<file path="src/rtl/alu_pkg.sv">
// Shared ALU control codes and FSM encoding for the multicycle ALU.
package alu_pkg;

  localparam logic [2:0] ALU_ADD  = 3'b000;
  localparam logic [2:0] ALU_SUB  = 3'b001;
  localparam logic [2:0] ALU_AND  = 3'b010;
  localparam logic [2:0] ALU_OR   = 3'b011;
  localparam logic [2:0] ALU_SLT  = 3'b100;
  localparam logic [2:0] ALU_MULT = 3'b101;
  localparam logic [2:0] ALU_DIV  = 3'b110;

  typedef enum logic [1:0] {
    ST_IDLE = 2'd0,
    ST_ITER = 2'd1,
    ST_DONE = 2'd2
  } state_t;

endpackage

</file>
<file path="src/rtl/multicycle_alu_if.sv">
// Request/response bundle between the control FSM (master) and the ALU (slave).
interface multicycle_alu_if #(
  parameter int WIDTH = 16
);
  logic             start;
  logic [2:0]       alu_control;
  logic [WIDTH-1:0] a;
  logic [WIDTH-1:0] b;
  logic [WIDTH-1:0] result;
  logic [WIDTH-1:0] result_hi;
  logic             zero;
  logic             busy;
  logic             done;
  logic             div_by_zero;

  modport master (
    output start, alu_control, a, b,
    input  result, result_hi, zero, busy, done, div_by_zero
  );

  modport slave (
    input  start, alu_control, a, b,
    output result, result_hi, zero, busy, done, div_by_zero
  );
endinterface

</file>
<file path="src/rtl/alu_iter_core.sv">
// Unsigned shift-add multiplier and restoring divider sharing one accumulator/shift pair.
// lo/hi present the values after the current step so the parent can capture the final step.
module alu_iter_core #(
  parameter int WIDTH = 16
) (
  input  logic             clk,
  input  logic             reset,
  input  logic             load,
  input  logic             is_div,
  input  logic [WIDTH-1:0] a,
  input  logic [WIDTH-1:0] b,
  output logic             busy,
  output logic [WIDTH-1:0] lo,
  output logic [WIDTH-1:0] hi
);
  localparam int CW = $clog2(WIDTH + 1);

  logic [WIDTH-1:0] acc_q, acc_d;
  logic [WIDTH-1:0] sr_q, sr_d;
  logic [WIDTH-1:0] opnd_q, opnd_d;
  logic             is_div_q, is_div_d;
  logic             run_q, run_d;
  logic [CW-1:0]    cnt_q, cnt_d;
  logic [WIDTH-1:0] addend;
  logic [WIDTH:0]   sum;
  logic [WIDTH:0]   shifted;
  logic [WIDTH:0]   diff;

  always_comb begin
    acc_d    = acc_q;
    sr_d     = sr_q;
    opnd_d   = opnd_q;
    is_div_d = is_div_q;
    run_d    = run_q;
    cnt_d    = cnt_q;
    addend   = sr_q[0] ? opnd_q : '0;
    sum      = {1'b0, acc_q} + {1'b0, addend};
    shifted  = {acc_q, sr_q[WIDTH-1]};
    diff     = shifted - {1'b0, opnd_q};
    if (load) begin
      // Divide: shift register holds the dividend; multiply: it holds the multiplier.
      acc_d    = '0;
      sr_d     = is_div ? a : b;
      opnd_d   = is_div ? b : a;
      is_div_d = is_div;
      run_d    = 1'b1;
      cnt_d    = '0;
    end else if (run_q) begin
      if (is_div_q) begin
        if (!diff[WIDTH]) begin
          acc_d = diff[WIDTH-1:0];
          sr_d  = {sr_q[WIDTH-2:0], 1'b1};
        end else begin
          acc_d = shifted[WIDTH-1:0];
          sr_d  = {sr_q[WIDTH-2:0], 1'b0};
        end
      end else begin
        acc_d = sum[WIDTH:1];
        sr_d  = {sum[0], sr_q[WIDTH-1:1]};
      end
      cnt_d = cnt_q + CW'(1);
      if (cnt_q == CW'(WIDTH - 1)) begin
        run_d = 1'b0;
      end
    end
  end

  always_ff @(posedge clk) begin
    if (reset) begin
      acc_q    <= '0;
      sr_q     <= '0;
      opnd_q   <= '0;
      is_div_q <= 1'b0;
      run_q    <= 1'b0;
      cnt_q    <= '0;
    end else begin
      acc_q    <= acc_d;
      sr_q     <= sr_d;
      opnd_q   <= opnd_d;
      is_div_q <= is_div_d;
      run_q    <= run_d;
      cnt_q    <= cnt_d;
    end
  end

  // Low during the final step, telling the parent to capture lo/hi at this edge.
  assign busy = run_q && (cnt_q != CW'(WIDTH - 1));
  assign lo   = sr_d;
  assign hi   = acc_d;
endmodule

</file>
<file path="src/rtl/multicycle_alu.sv">
// Multicycle ALU: single-cycle logic/arith ops plus iterative MULT/DIV behind a start/busy/done handshake.
module multicycle_alu
  import alu_pkg::*;
#(
  parameter int WIDTH = 16
) (
  input  logic              clk,
  input  logic              reset,
  multicycle_alu_if.slave   bus
);
  state_t           state_q, state_d;
  logic [WIDTH-1:0] result_q, result_d;
  logic [WIDTH-1:0] result_hi_q, result_hi_d;
  logic             zero_q, zero_d;
  logic             busy_q, busy_d;
  logic             done_q, done_d;
  logic             dbz_q, dbz_d;

  logic             accept;
  logic             iterative;
  logic             div_zero;
  logic             core_load;
  logic             core_busy;
  logic [WIDTH-1:0] core_lo, core_hi;
  logic [WIDTH-1:0] simple_res;

  alu_iter_core #(.WIDTH(WIDTH)) u_core (
    .clk    (clk),
    .reset  (reset),
    .load   (core_load),
    .is_div (bus.alu_control == ALU_DIV),
    .a      (bus.a),
    .b      (bus.b),
    .busy   (core_busy),
    .lo     (core_lo),
    .hi     (core_hi)
  );

  assign accept    = bus.start && (state_q != ST_ITER);
  assign div_zero  = (bus.alu_control == ALU_DIV) && (bus.b == '0);
  assign iterative = (bus.alu_control == ALU_MULT) ||
                     ((bus.alu_control == ALU_DIV) && (bus.b != '0));
  assign core_load = accept && iterative;

  always_comb begin
    case (bus.alu_control)
      ALU_SUB: simple_res = bus.a - bus.b;
      ALU_AND: simple_res = bus.a & bus.b;
      ALU_OR:  simple_res = bus.a | bus.b;
      ALU_SLT: simple_res = {{(WIDTH-1){1'b0}}, $signed(bus.a) < $signed(bus.b)};
      default: simple_res = bus.a + bus.b;
    endcase
  end

  always_ff @(posedge clk) begin
    if (reset) begin
      state_q     <= ST_IDLE;
      result_q    <= '0;
      result_hi_q <= '0;
      zero_q      <= 1'b1;
      busy_q      <= 1'b0;
      done_q      <= 1'b0;
      dbz_q       <= 1'b0;
    end else begin
      state_q     <= state_d;
      result_q    <= result_d;
      result_hi_q <= result_hi_d;
      zero_q      <= zero_d;
      busy_q      <= busy_d;
      done_q      <= done_d;
      dbz_q       <= dbz_d;
    end
  end

  always_comb begin
    state_d = state_q;
    case (state_q)
      ST_ITER: state_d = core_busy ? ST_ITER : ST_DONE;
      default: begin
        if (accept) begin
          state_d = iterative ? ST_ITER : ST_DONE;
        end else begin
          state_d = ST_IDLE;
        end
      end
    endcase
  end

  always_comb begin
    result_d    = result_q;
    result_hi_d = result_hi_q;
    dbz_d       = dbz_q;
    done_d      = 1'b0;
    busy_d      = (state_d == ST_ITER);
    if (state_q == ST_ITER) begin
      if (!core_busy) begin
        result_d    = core_lo;
        result_hi_d = core_hi;
        dbz_d       = 1'b0;
        done_d      = 1'b1;
      end
    end else if (accept && !iterative) begin
      done_d = 1'b1;
      if (div_zero) begin
        result_d    = '1;
        result_hi_d = bus.a;
        dbz_d       = 1'b1;
      end else begin
        result_d    = simple_res;
        result_hi_d = '0;
        dbz_d       = 1'b0;
      end
    end
    // result only changes on completion, so zero can track it unconditionally.
    zero_d = (result_d == '0);
  end

  assign bus.result      = result_q;
  assign bus.result_hi   = result_hi_q;
  assign bus.zero        = zero_q;
  assign bus.busy        = busy_q;
  assign bus.done        = done_q;
  assign bus.div_by_zero = dbz_q;
endmodule
</file>
<file path="src/flat_wrapper.sv">
// flat-port wrapper written by rule: the top's interface ports become plain ports
module multicycle_alu_flat import alu_pkg::*;
#(
  parameter int WIDTH = 16
)
  (clk, reset, bus_start, bus_alu_control, bus_a, bus_b, bus_result, bus_result_hi, bus_zero, bus_busy, bus_done, bus_div_by_zero);
  multicycle_alu_if #(.WIDTH(WIDTH)) bus_i ();
  input  logic clk;
  input  logic reset;
  input wire logic [$bits(bus_i.start)-1:0] bus_start;
  input wire logic [$bits(bus_i.alu_control)-1:0] bus_alu_control;
  input wire logic [$bits(bus_i.a)-1:0] bus_a;
  input wire logic [$bits(bus_i.b)-1:0] bus_b;
  output wire logic [$bits(bus_i.result)-1:0] bus_result;
  output wire logic [$bits(bus_i.result_hi)-1:0] bus_result_hi;
  output wire logic [$bits(bus_i.zero)-1:0] bus_zero;
  output wire logic [$bits(bus_i.busy)-1:0] bus_busy;
  output wire logic [$bits(bus_i.done)-1:0] bus_done;
  output wire logic [$bits(bus_i.div_by_zero)-1:0] bus_div_by_zero;
  assign bus_i.start = bus_start;
  assign bus_i.alu_control = bus_alu_control;
  assign bus_i.a = bus_a;
  assign bus_i.b = bus_b;
  assign bus_result = bus_i.result;
  assign bus_result_hi = bus_i.result_hi;
  assign bus_zero = bus_i.zero;
  assign bus_busy = bus_i.busy;
  assign bus_done = bus_i.done;
  assign bus_div_by_zero = bus_i.div_by_zero;
  multicycle_alu #(.WIDTH(WIDTH)) u_core (.clk(clk), .reset(reset), .bus(bus_i));
endmodule
</file>
<file path="config.mk">
export PLATFORM = sky130hd
export DESIGN_NAME = multicycle_alu_flat
export DESIGN_NICKNAME = d
export VERILOG_FILES = /design/src/rtl/alu_pkg.sv /design/src/rtl/multicycle_alu_if.sv /design/src/rtl/alu_iter_core.sv /design/src/rtl/multicycle_alu.sv /design/src/flat_wrapper.sv
export SDC_FILE = /design/constraint.sdc
export NUM_CORES = 1
export LEC_CHECK = 0
export BUFFER_PORTS_ARGS = -buffer_cell sky130_fd_sc_hd__buf_2
export CORE_UTILIZATION = 40
export DETAILED_ROUTE_END_ITERATION = 7
export PLACE_DENSITY_LB_ADDON = 0.12
export SYNTH_ARGS = -nofsm -noshare
export SYNTH_HDL_FRONTEND = slang
export SYNTH_HIERARCHICAL = 1
export SYNTH_SLANG_ARGS = --single-unit
</file>
<file path="constraint.sdc">
create_clock -name clk -period 3.75 [get_ports clk]
set_input_delay 0.75 -clock clk [delete_from_list [all_inputs] [get_ports clk]]
set_output_delay 0.75 -clock clk [all_outputs]
set_load 0.005 [all_outputs]
</file>
# [After elaboration in Yosys (flattened, before gate mapping)]
# Cells that the tools add are included.
[classes] addsub=5 mul=0 n_div=0 magnitude_cmp=1 eq_ne=12 shifts=0 n_mux=34 bitwise_logic=2 n_reduce_logical=14
[op_table] operator="16-bit two-way mux" n=18
[op_table] operator="16-bit one-hot mux with 4 select lines" n=1
[op_table] operator="16-bit zero test" n=2
[op_table] operator="16-bit by 16-bit adder with 17-bit output" n=1
[op_table] operator="17-bit by 16-bit subtractor with 17-bit output" n=1
[op_table] operator="16-bit adder" n=1
[op_table] operator="16-bit AND" n=1
[op_table] operator="16-bit less-than comparator" n=1
[op_table] operator="16-bit OR" n=1
[op_table] operator="16-bit nonzero test" n=1
[op_table] operator="16-bit subtractor" n=1
[op_table] operator="1-bit two-way mux" n=11
[op_table] operator="3-bit equality test, second input constant" n=3
[op_table] operator="2-bit two-way mux" n=4
[op_table] operator="3-bit by 2-bit equality test with 1-bit output, second input constant" n=2
[op_table] operator="1-bit logical AND" n=6
[op_table] operator="5-bit by 1-bit adder with 5-bit output, second input constant" n=1
[op_table] operator="5-bit by 4-bit equality test with 1-bit output, second input constant" n=1
[op_table] operator="5-bit by 4-bit != test with 1-bit output, second input constant" n=1
[op_table] operator="2-bit by 1-bit equality test with 1-bit output, second input constant" n=2
[op_table] operator="3-bit by 1-bit equality test with 1-bit output, second input constant" n=1
[op_table] operator="2-bit by 1-bit != test with 1-bit output, second input constant" n=1
[op_table] operator="2-bit != test, second input constant" n=1
[op_table] operator="2-bit AND reduction" n=1
[op_table] operator="other kinds (4)" n=4
[totals] ff_bits=93 latchBits=0 mem_bits_rw=0 rom_bits=0 in_bits=38 out_inout_bits=36 word_cells=81 mem_count=0

# [Logic depth before layout (Yosys ltp)]
# Gate-level depths: netlist of the first run.
[logic_depth] depth_word=8 mapped_depth=19 mapped_depth_nobuf=17

# [By module]
# Netlist of the first run, hierarchy kept.
[modules_own_cells] module="alu_iter_core" instances=1 cells_per_inst=634 area_per_inst_um2=4977.3 seq_area_each_um2=1101.1
[modules_own_cells] module="multicycle_alu" instances=1 cells_per_inst=581 area_per_inst_um2=4237.8 seq_area_each_um2=740.7

# [Worst setup path after synthesis of the first run]
# Ideal clock, no wire load.
[synth_path] kind="input port to flip-flop" from="input bus_alu_control[0]" to="register u_core.zero_q, in the netlist u_core/bus.zero" setup_time_ns=0.059 arrival_ns=3.858 t_required_ns=3.691 path_slack_ns=-0.167 cell_stages=15 n_path_buf=4 cell_sequence="buf_4 > clkbuf_1 > clkbuf_1 > nor3b_1 > o2111a_1 > clkbuf_1 > a211oi_1 > a21oi_1 > or3_1 > o311a_1 > a211oi_1 > o211ai_1 > or4_1 > nor4b_2 > a31o_1"
[synth_between] elab_chain_cells=8 elab_cells_between_ends=20 cone_classes="6 x eq/ne; 7 x mux; 7 x reduce/logical"
[synth_lines] element="start, declared" line="flat_wrapper.sv:11" rtl="input wire logic [$bits(bus_i.alu_control)-1:0] bus_alu_control;"
[synth_lines] element="3-bit equality test" line="multicycle_alu.sv:42" rtl="((bus.alu_control == ALU_DIV) && (bus.b != '0));"
[synth_lines] element="1-bit logical AND" line="multicycle_alu.sv:42"
[synth_lines] element="1-bit logical OR (*)" line="multicycle_alu.sv:41" rtl="assign iterative = (bus.alu_control == ALU_MULT) ||"
[synth_lines] element="1-bit logical AND (*)" line="multicycle_alu.sv:43" rtl="assign core_load = accept && iterative;"
[synth_lines] element="net u_core.core_load" line="multicycle_alu.sv:22" rtl="logic core_load;"
[synth_lines] element="16-bit two-way mux (*)" line="alu_iter_core.sv:40" rtl="if (load) begin"
[synth_lines] element="net u_core.core_lo[2]" line="multicycle_alu.sv:24" rtl="logic [WIDTH-1:0] core_lo, core_hi;"
[synth_lines] element="16-bit two-way mux (*)" line="multicycle_alu.sv:96" rtl="if (!core_busy) begin"
[synth_lines] element="16-bit two-way mux (*)" line="multicycle_alu.sv:95" rtl="if (state_q == ST_ITER) begin"
[synth_lines] element="16-bit zero test (*)" line="multicycle_alu.sv:115" rtl="zero_d = (result_d == '0);"
[synth_lines] element="end signal, assigned" line="multicycle_alu.sv:68" rtl="zero_q <= zero_d;"
[synth_lines] element="end, declared" line="multicycle_alu.sv:14" rtl="logic zero_q, zero_d;"
# The timed path passes the listed nets; every way through them passes the cells marked *.
# A chain may end at the register's enable or synchronous reset.

# [Final worst setup path of the first run]
[layout_path] from="input bus_b[9]" to="register u_core.zero_q, in the netlist u_core/bus.zero"
[layout_between] elab_chain_cells=8 elab_cells_between_ends=21 cone_classes="2 x add/sub; 1 x order compare; 7 x mux; 2 x bitwise; 9 x reduce/logical"
[layout_lines] element="start, declared" line="flat_wrapper.sv:13" rtl="input wire logic [$bits(bus_i.b)-1:0] bus_b;"
[layout_lines] element="16-bit nonzero test" line="multicycle_alu.sv:42"
[layout_lines] element="1-bit logical AND" line="multicycle_alu.sv:42"
[layout_lines] element="1-bit logical OR" line="multicycle_alu.sv:41"
[layout_lines] element="1-bit logical AND" line="multicycle_alu.sv:43"
[layout_lines] element="net u_core.core_load" line="multicycle_alu.sv:22"
[layout_lines] element="16-bit two-way mux" line="alu_iter_core.sv:40"
[layout_lines] element="net u_core.core_lo[4]" line="multicycle_alu.sv:24"
[layout_lines] element="16-bit two-way mux" line="multicycle_alu.sv:96"
[layout_lines] element="16-bit two-way mux" line="multicycle_alu.sv:95"
[layout_lines] element="16-bit zero test" line="multicycle_alu.sv:115"
# The timed path passes the listed nets, and every way through them passes these cells.

==> results by group, run 1 <==
Die
  • Die area: 0.0236 sq mm
  • Num rows: 55
  • IO Pins: 74
  • Die height: 154 um
  • Core Region: roughly 0.023 sq mm
  • DIE WIDTH: between 150 and 200 um
  • Initial Util: 0.407

Global route
  • Grt ovf: 0
  • Antenna violations before repair: 0
  • Largest net degree at the start of global routing: 44
  • Vias in the first global route: ~9300
  • First-pass GRT wire length: slightly above 50 mm
  • Aggregate global-route resource usage: 0.275

Clock tree
  • Num CTS Buffers: 9
  • Hold-fix buffers, CTS: 0
  • Clock Sinks: between 90 and 100
  • CTS tree: built
  • H-tree levels: 3
  • Clock Tree Buf Depth: 2
  • Worst-path clk slew: roughly 0.070 ns
  • Clock Latency Late Sink: 0.34 ns
  • Root buf cell: clkbuf_16

Timing
  • Setup Skew: 0.00838 ns
  • Final setup vio count: 0
  • Tcrit/Tclk final: 0.986
  • Actual slew at the worst max-slew pin: 0.948 ns
  • Fmax: between 200 and 300 MHz
  • Min Tclk post-route: 3.70 ns
  • Min Hold Slack: between 0.4 and 0.5 ns
  • Final worst slack: roughly 0.053 ns
  • Final Slew Violations: 0
  • RSZ-0062 raised after global routing: true
  • Hold Vio Cnt, Final: 0
  • Rel. slew slack: 0.367

Final layout
  • Design area: 0.0111 sq mm
  • Antenna Cells: 0
  • Final Util: 0.492
  • Final #Nets: 1502
  • Fillers: between 2000 and 2500
  • Multi-input gate area: just under 0.007 sq mm
  • Flip-flop and latch area: approximately 0.0018 sq mm
  • Layout cell share with drive strength beyond 1: 0.215
  • Synth-to-layout area growth: 20.9%

Setup path
  • Worst path cell trace: buf_2 > nor4_4 > buf_4 > and4_4 > nor3b_1 > o2111a_2 > buf_12 > a211oi_4 > a21oi_2 > mux2i_1 > a32oi_2 > a211oi_2 > buf_4 > o211ai_1 > or4_1 > nor4b_2 > a31o_1
  • R2R setup slack: between 0.2 and 0.25 ns
  • Crit path DAT: between 3 and 4 ns
  • Slowest-stage cell, CP: or4_1
  • Required @ worst endpoint: 4.04 ns
  • R2R Path Start: u_core/u_core/sr_q[15]
  • Crit-path most repeated cell: buf_4
  • CP startpoint: bus_b[9]
  • CP max stage delay: around 0.5 ns
  • CP Depth: 17
  • Worst path top cell family by delay: simple AND/OR/NAND/NOR gates
  • Worst reg2reg path depth: 17
  • RR Endpoint: u_core/bus.zero
  • Critical path class: in -> reg
  • Crit path capture: u_core/bus.zero
  • Worst setup EP type: register
  • Max FO, Critical Path: 11
  • Critical Path Start Type: input port
  • Worst Path Buf+Inv: 4

Synth
  • Post-synthesis cell type count: 96
  • Register area share after synthesis: 0.200
  • Syn avg cell area: between 7 and 8 sq um
  • Post-synth EDFFs: 0
  • Post-synthesis cell count: approximately 1200
  • Synthesized cell area: 0.00922 sq mm
  • Synth Flop Type: dfxtp_1
  • YS warnings: 6
  • Ys async rst share: 0
  • Syn nets: between 1000 and 1500
  • Register bit total from synthesis: 92

Drt
  • Drt first pass iters: 5
  • Detail Route Antenna Nets: 0
  • Iteration-0 DRC Markers: approximately 640
  • Routed metal-1 wirelength: about 15 mm
  • Top Metal Used: met4
  • Metal3 WL: between 1 and 1.5 mm
  • Vias: around 9600
  • Residual DRC: 0
  • Post-Route WL: 32.5 mm
  • Met2 Wirelength: approximately 16 mm
  • Drt wl/cell: just under 20 um
  • Via density: 5.78

Pwr
  • P_int: between 2 and 2.5 mW
  • Switching share of total power: 0.368
  • Pwr dens: about 290 mW/mm^2
  • Sequential share of power: 0.332
  • Logic gate share of total power: 0.405
  • Tot Pwr: around 3.3 mW
  • Clock Power Share: 0.263
  • P_sw: about 1.2 mW
  • Max VDD drop: around 220 uV
  • Leakage Power: ~4.8 nW

Status
  • Status: complete, no violations

Placement
  • Detailed Place HPWL: roughly 26 mm
  • PortBufs: 73
  • Place WS: -0.599 ns
  • Gp weighted congestion: between 0.9 and 1
  • Placed cell area: roughly 0.011 sq mm

Worst hold path
  • Hold WC Path Type: reg -> reg

Run
  • Max-cap violation count: 0
[stage by stage]
step	setup TNS [ns]	cells
5_1_grt	-0.110	1668
2_1_floorplan	0	1215
3_3_place_gp	-0.595	1647
3_5_place_dp	-0.599	1647
6_report	0	1668
4_1_cts	0	1663
[worst min path at each step]
stage / cells after the start / to / start
after floorplan: 2 / u_core/u_core/opnd_q[10] / u_core/u_core/opnd_q[10]
after global placement: 2 / u_core/bus.result_hi[3] / u_core/bus.result_hi[3]
after detailed placement: 2 / u_core/bus.result_hi[4] / u_core/bus.result_hi[4]
after CTS: 2 / u_core/bus.result_hi[4] / u_core/bus.result_hi[4]
after global routing: 2 / u_core/bus.result_hi[2] / u_core/bus.result_hi[2]
final: 2 / u_core/bus.result_hi[4] / u_core/bus.result_hi[4]
[timing repair]
item / CTS / global route
resized for setup: 7 / 10
endpoints found under the hold margin: 0 / 0
endpoints found under the setup margin: 1 / 2
buffers inserted: 0 / 5
pin swaps: 2 / 8
[synthesized netlist by cell type (all sizes together), types with 8 or more instances]
master / instances / area share
o21a: 10 / 0.0081
nor3: 49 / 0.028
and2: 20 / 0.014
a21o: 18 / 0.015
o21ai: 48 / 0.026
a211oi: 53 / 0.043
and3: 14 / 0.0095
nor4: 9 / 0.0061
dfxtp: 92 / 0.20
a311oi: 10 / 0.0095
buf: 22 / 0.015
inv: 80 / 0.033
o21bai: 8 / 0.0065
nand2b: 17 / 0.012
xor2: 11 / 0.010
clkbuf: 58 / 0.024
ha: 82 / 0.11
a221oi: 16 / 0.015
mux2i: 61 / 0.066
nor2: 123 / 0.051
nand3: 26 / 0.015
a21oi: 87 / 0.048
xnor2: 12 / 0.011
o211ai: 14 / 0.012
o2111ai: 10 / 0.0095
or3: 9 / 0.0067
nand2: 81 / 0.033
nor2b: 31 / 0.022
a31oi: 21 / 0.014
[placed cells by master (no fill, tap or decap), types with 6 or more instances in the layout]
| cell | synthesis | final |
|---|---|---|
| nor4_1 | 9 | 7 |
| mux2i_1 | 61 | 61 |
| o211a_1 | 6 | 6 |
| o21ai_1 | 7 | 7 |
| buf_2 | 6 | 73 |
| a21o_1 | 16 | 16 |
| nand2_1 | 81 | 81 |
| a31oi_1 | 21 | 21 |
| nand4_1 | 6 | 6 |
| o2111ai_1 | 10 | 10 |
| xnor2_1 | 12 | 12 |
| o21a_1 | 10 | 10 |
| and2_1 | 19 | 19 |
| o211ai_1 | 12 | 12 |
| and3_1 | 14 | 14 |
| nand3_1 | 25 | 25 |
| buf_4 | 2 | 157 |
| a311oi_1 | 10 | 10 |
| nor2_1 | 122 | 122 |
| a221oi_1 | 16 | 16 |
| o21bai_1 | 8 | 8 |
| a211o_1 | 6 | 6 |
| o21ai_0 | 40 | 40 |
| ha_1 | 82 | 82 |
| o22ai_1 | 6 | 6 |
| clkbuf_16 | 0 | 9 |
| a21oi_1 | 86 | 85 |
| nor3_1 | 48 | 48 |
| nor2b_1 | 30 | 30 |
| nand2b_1 | 16 | 16 |
| a211oi_1 | 53 | 50 |
| dfxtp_1 | 92 | 91 |
| or3_1 | 8 | 8 |
| inv_1 | 77 | 77 |
| xor2_1 | 11 | 11 |
[cell type report]
type,instances,share of cell area
multi-input combinational,962,0.609
sequential,92,0.165
timing repair buffer,232,0.142
tap,285,0.0320
inverter,81,0.0273
clock buffer,12,0.0221
clock inverter,4,0.00225
[logic make-up after synthesis]
group | Yosys count | share of synthesized area
AND/OR/NAND/NOR | 410 | 0.222
AO/OA/AOI/OAI | 378 | 0.293
buffers and inverters | 161 | 0.0714
flip-flops | 92 | 0.200
adder cells (fa/ha/maj) | 86 | 0.120
multiplexers | 65 | 0.0711
XOR/XNOR | 23 | 0.0219
[routing by layer]
metal / global-route usage / up-vias
li1: - / 4810
met1: 0.364 / 4568
met2: 0.473 / 222
met3: 0.0285 / 34
met4: 0.0767 / 0
met5: 0 / -
[worst min-delay path, cell delays in order, from the launching register on]
cell and delay (ns):
dfxtp_1 0.31, nand2_1 0.05, a31oi_1 0.07
[power by group through the flow]
stage | Clock, mW | Sequential, mW | Combinational, mW
final | 0.861 | 1.08 | 1.32
after global routing | 0.906 | 1.09 | 1.45
after CTS | 0.871 | 1.08 | 1.30
after detailed placement | 0 | 1.11 | 1.29
after global placement | 0 | 1.11 | 1.28
after floorplan | 0 | 1.09 | 0.810
[flip-flops by register name, indices dropped and copies added, names as in the netlist]
name                    cells
u_core/state_q              2
u_core/u_core/sr_q         16
u_core/u_core/cnt_q         5
u_core/u_core/opnd_q       16
u_core/bus.result          16
u_core/bus.zero             1
u_core/u_core/acc_q        16
u_core/bus.busy             1
u_core/u_core/is_div_q      1
u_core/bus.div_by_zero      1
u_core/bus.result_hi       16
u_core/u_core/run_q         1
No activity file was read; power rests on OpenSTA's default activity.
==> run 2: changes to the inputs <==
--- a/config.mk
+++ b/config.mk
@@ -5,10 +5,12 @@
 export SDC_FILE = /design/constraint.sdc
 export NUM_CORES = 1
 export LEC_CHECK = 0
-export BUFFER_PORTS_ARGS = -buffer_cell sky130_fd_sc_hd__buf_2
 export CORE_UTILIZATION = 40
+export CTS_CLUSTER_DIAMETER = 30
 export DETAILED_ROUTE_END_ITERATION = 7
+export DONT_BUFFER_PORTS = 1
 export PLACE_DENSITY_LB_ADDON = 0.12
+export REMOVE_ABC_BUFFERS = 1
 export SYNTH_ARGS = -nofsm -noshare
 export SYNTH_HDL_FRONTEND = slang
 export SYNTH_HIERARCHICAL = 1
==> run 2 against run 1 <==
  * Fmax is 4.1% higher
  * Die area did not move
  * Largest cell class unchanged
  * Highest routed layer unchanged
  * Largest power group unchanged
  * Critical endpoint unchanged
  * Sequential share of layout area is 1.5 points higher
==> results by group, run 2 (synthesis results as in run 1) <==
Worst hold path
  • Hold WC Path Type: in -> reg

Setup path
  • CP Depth: 15
  • CP startpoint: bus_b[13]
  • RR Endpoint: u_core/bus.result_hi[9]
  • Critical path class: in -> reg
  • Crit-path most repeated cell: buf_4
  • Worst setup EP type: register
  • Worst path cell trace: nor4_1 > buf_4 > and4_1 > nor3b_1 > o2111a_2 > a211oi_1 > a21oi_1 > or3_1 > o311a_1 > a211oi_2 > buf_4 > o211ai_1 > or4_1 > nor4b_2 > a31o_1
  • Crit path DAT: between 3 and 4 ns
  • Worst path top cell family by delay: simple AND/OR/NAND/NOR gates
  • Worst Path Buf+Inv: 2
  • R2R Path Start: u_core/u_core/sr_q[0]
  • Slowest-stage cell, CP: or4_1
  • CP max stage delay: around 0.52 ns
  • Max FO, Critical Path: 5
  • Required @ worst endpoint: 4.04 ns
  • Crit path capture: u_core/bus.zero
  • Critical Path Start Type: input port
  • R2R setup slack: around 0.24 ns
  • Worst reg2reg path depth: 12

Timing
  • Min Hold Slack: 0.477 ns
  • Final worst slack: a little under 0.2 ns
  • RSZ-0062 raised after global routing: false
  • Fmax: 282 MHz
  • Final setup vio count: 0
  • Actual slew at the worst max-slew pin: ~0.99 ns
  • Rel. slew slack: 0.336
  • Setup TNS: 0 ns
  • Tcrit/Tclk final: 0.947
  • Setup Skew: 0.00687 ns
  • Hold Vio Cnt, Final: 0
  • Final Slew Violations: 0
  • Min Tclk post-route: between 3 and 4 ns

Pwr
  • Sequential share of power: 0.342
  • P_sw: between 1 and 1.5 mW
  • Pwr dens: between 300 and 400 mW/mm^2
  • Switching share of total power: 0.349
  • Clock Power Share: 0.297
  • Logic gate share of total power: 0.361
  • P_int: approximately 2.1 mW
  • Max VDD drop: 207 uV
  • Leakage Power: between 4 and 5 nW
  • Tot Pwr: 3.21 mW

Final layout
  • Most common cell after layout, fill and taps aside: nor2_1
  • Layout cell share with drive strength beyond 1: 0.119
  • Most frequent cells in the layout: nor2_1 (122), dfxtp_1 (91), a21oi_1 (86), buf_4 (86), ha_1 (82)
  • Final Util: 0.452
  • Fillers: 2293
  • Antenna Cells: 0
  • Synth-to-layout area growth: 11.1%
  • Flip-flop and latch area: between 0.0015 and 0.002 sq mm
  • Multi-input gate area: 0.00676 sq mm
  • Design area: between 0.01 and 0.015 sq mm
  • Final #Nets: approximately 1400
  • Cell Count, Final, Fillers Out: roughly 1500

Drt
  • Vias: a little over 9000
  • Residual DRC: 0
  • Detail Route Antenna Nets: 0
  • Post-Route WL: 32.4 mm
  • Iteration-0 DRC Markers: approximately 550
  • Via density: 6.03
  • Drt wl/cell: around 21 um
  • Drt first pass iters: 6

Die
  • Initial Util: 0.407
  • Die area: approximately 0.024 sq mm
  • IO Pins: 74
  • Num rows: 55
  • DIE WIDTH: about 150 um
  • Die height: between 150 and 200 um
  • Core Region: ~0.023 sq mm

Global route
  • GR Layer Usage met1: 0.356
  • GR Layer Usage met2: 0.459
  • Gr busiest metal: met2
  • Vias in the first global route: 8637
  • Aggregate global-route resource usage: 0.272
  • Antenna violations before repair: 0
  • Grt ovf: 0
  • GR Util met3: 0.0290
  • First-pass GRT wire length: ~50 mm
  • Largest net degree at the start of global routing: between 70 and 80

Clock tree
  • H-tree levels: 3
  • Clock Sinks: 92
  • Num CTS Buffers: 9
  • Clock Tree Buf Depth: 2
  • Root buf cell: clkbuf_16
  • Post-CTS setup buffer count: 0
  • Post_cts resized: 0
  • Worst-path clk slew: roughly 0.06 ns
  • Clock Latency Late Sink: roughly 0.34 ns
  • Hold-fix buffers, CTS: 0
  • CTS tree: built

Status
  • Status: complete, no violations

Placement
  • Place WS: -0.242 ns
  • Placed cell area: slightly below 0.01 sq mm
  • Detailed Place HPWL: roughly 26 mm
  • PortBufs: 0
  • Dpl cells: ~1500
  • Gp weighted congestion: roughly 0.94

Run
  • Max-cap violation count: 0
==> run 2: area by class of cell <==
class | count | area share
multi-input cells | 962 | 0.661
flip-flops and latches | 92 | 0.180
repair buffers | 88 | 0.0661
well taps | 285 | 0.0348
inverters | 81 | 0.0297
clock buffers | 10 | 0.0224
clock inverters | 3 | 0.00635
==> run 2: routing by layer <==
layer  vias up  part of all wire
met1      4363              0.45
met2       244              0.48
met5         -                 0
li1       4515                 -
met4         0             0.033
met3        48             0.043
==> run 2: worst min path at each step <==
| stage | start | to | cells past startpoint |
|---|---|---|---|
| 2_1_floorplan | u_core/bus.result_hi[15] | u_core/bus.result_hi[15] | 2 |
| 3_3_place_gp | u_core/bus.result_hi[1] | u_core/bus.result_hi[1] | 2 |
| 3_5_place_dp | u_core/bus.result_hi[2] | u_core/bus.result_hi[2] | 2 |
| 4_1_cts | reset | u_core/u_core/opnd_q[14] | 1 |
| 5_1_grt | reset | u_core/u_core/opnd_q[15] | 1 |
| 6_report | reset | u_core/u_core/opnd_q[11] | 1 |
==> run 2: power by group through the flow <==
| stage | Clock, mW | Combinational, mW | Sequential (mW) |
|---|---|---|---|
| final | 0.951 | 1.16 | 1.10 |
| after global routing | 1.01 | 1.26 | 1.10 |
| after CTS | 0.970 | 1.13 | 1.10 |
| after detailed placement | 0 | 1.12 | 1.12 |
| after global placement | 0 | 1.13 | 1.12 |
| after floorplan | 0 | 0.750 | 1.10 |
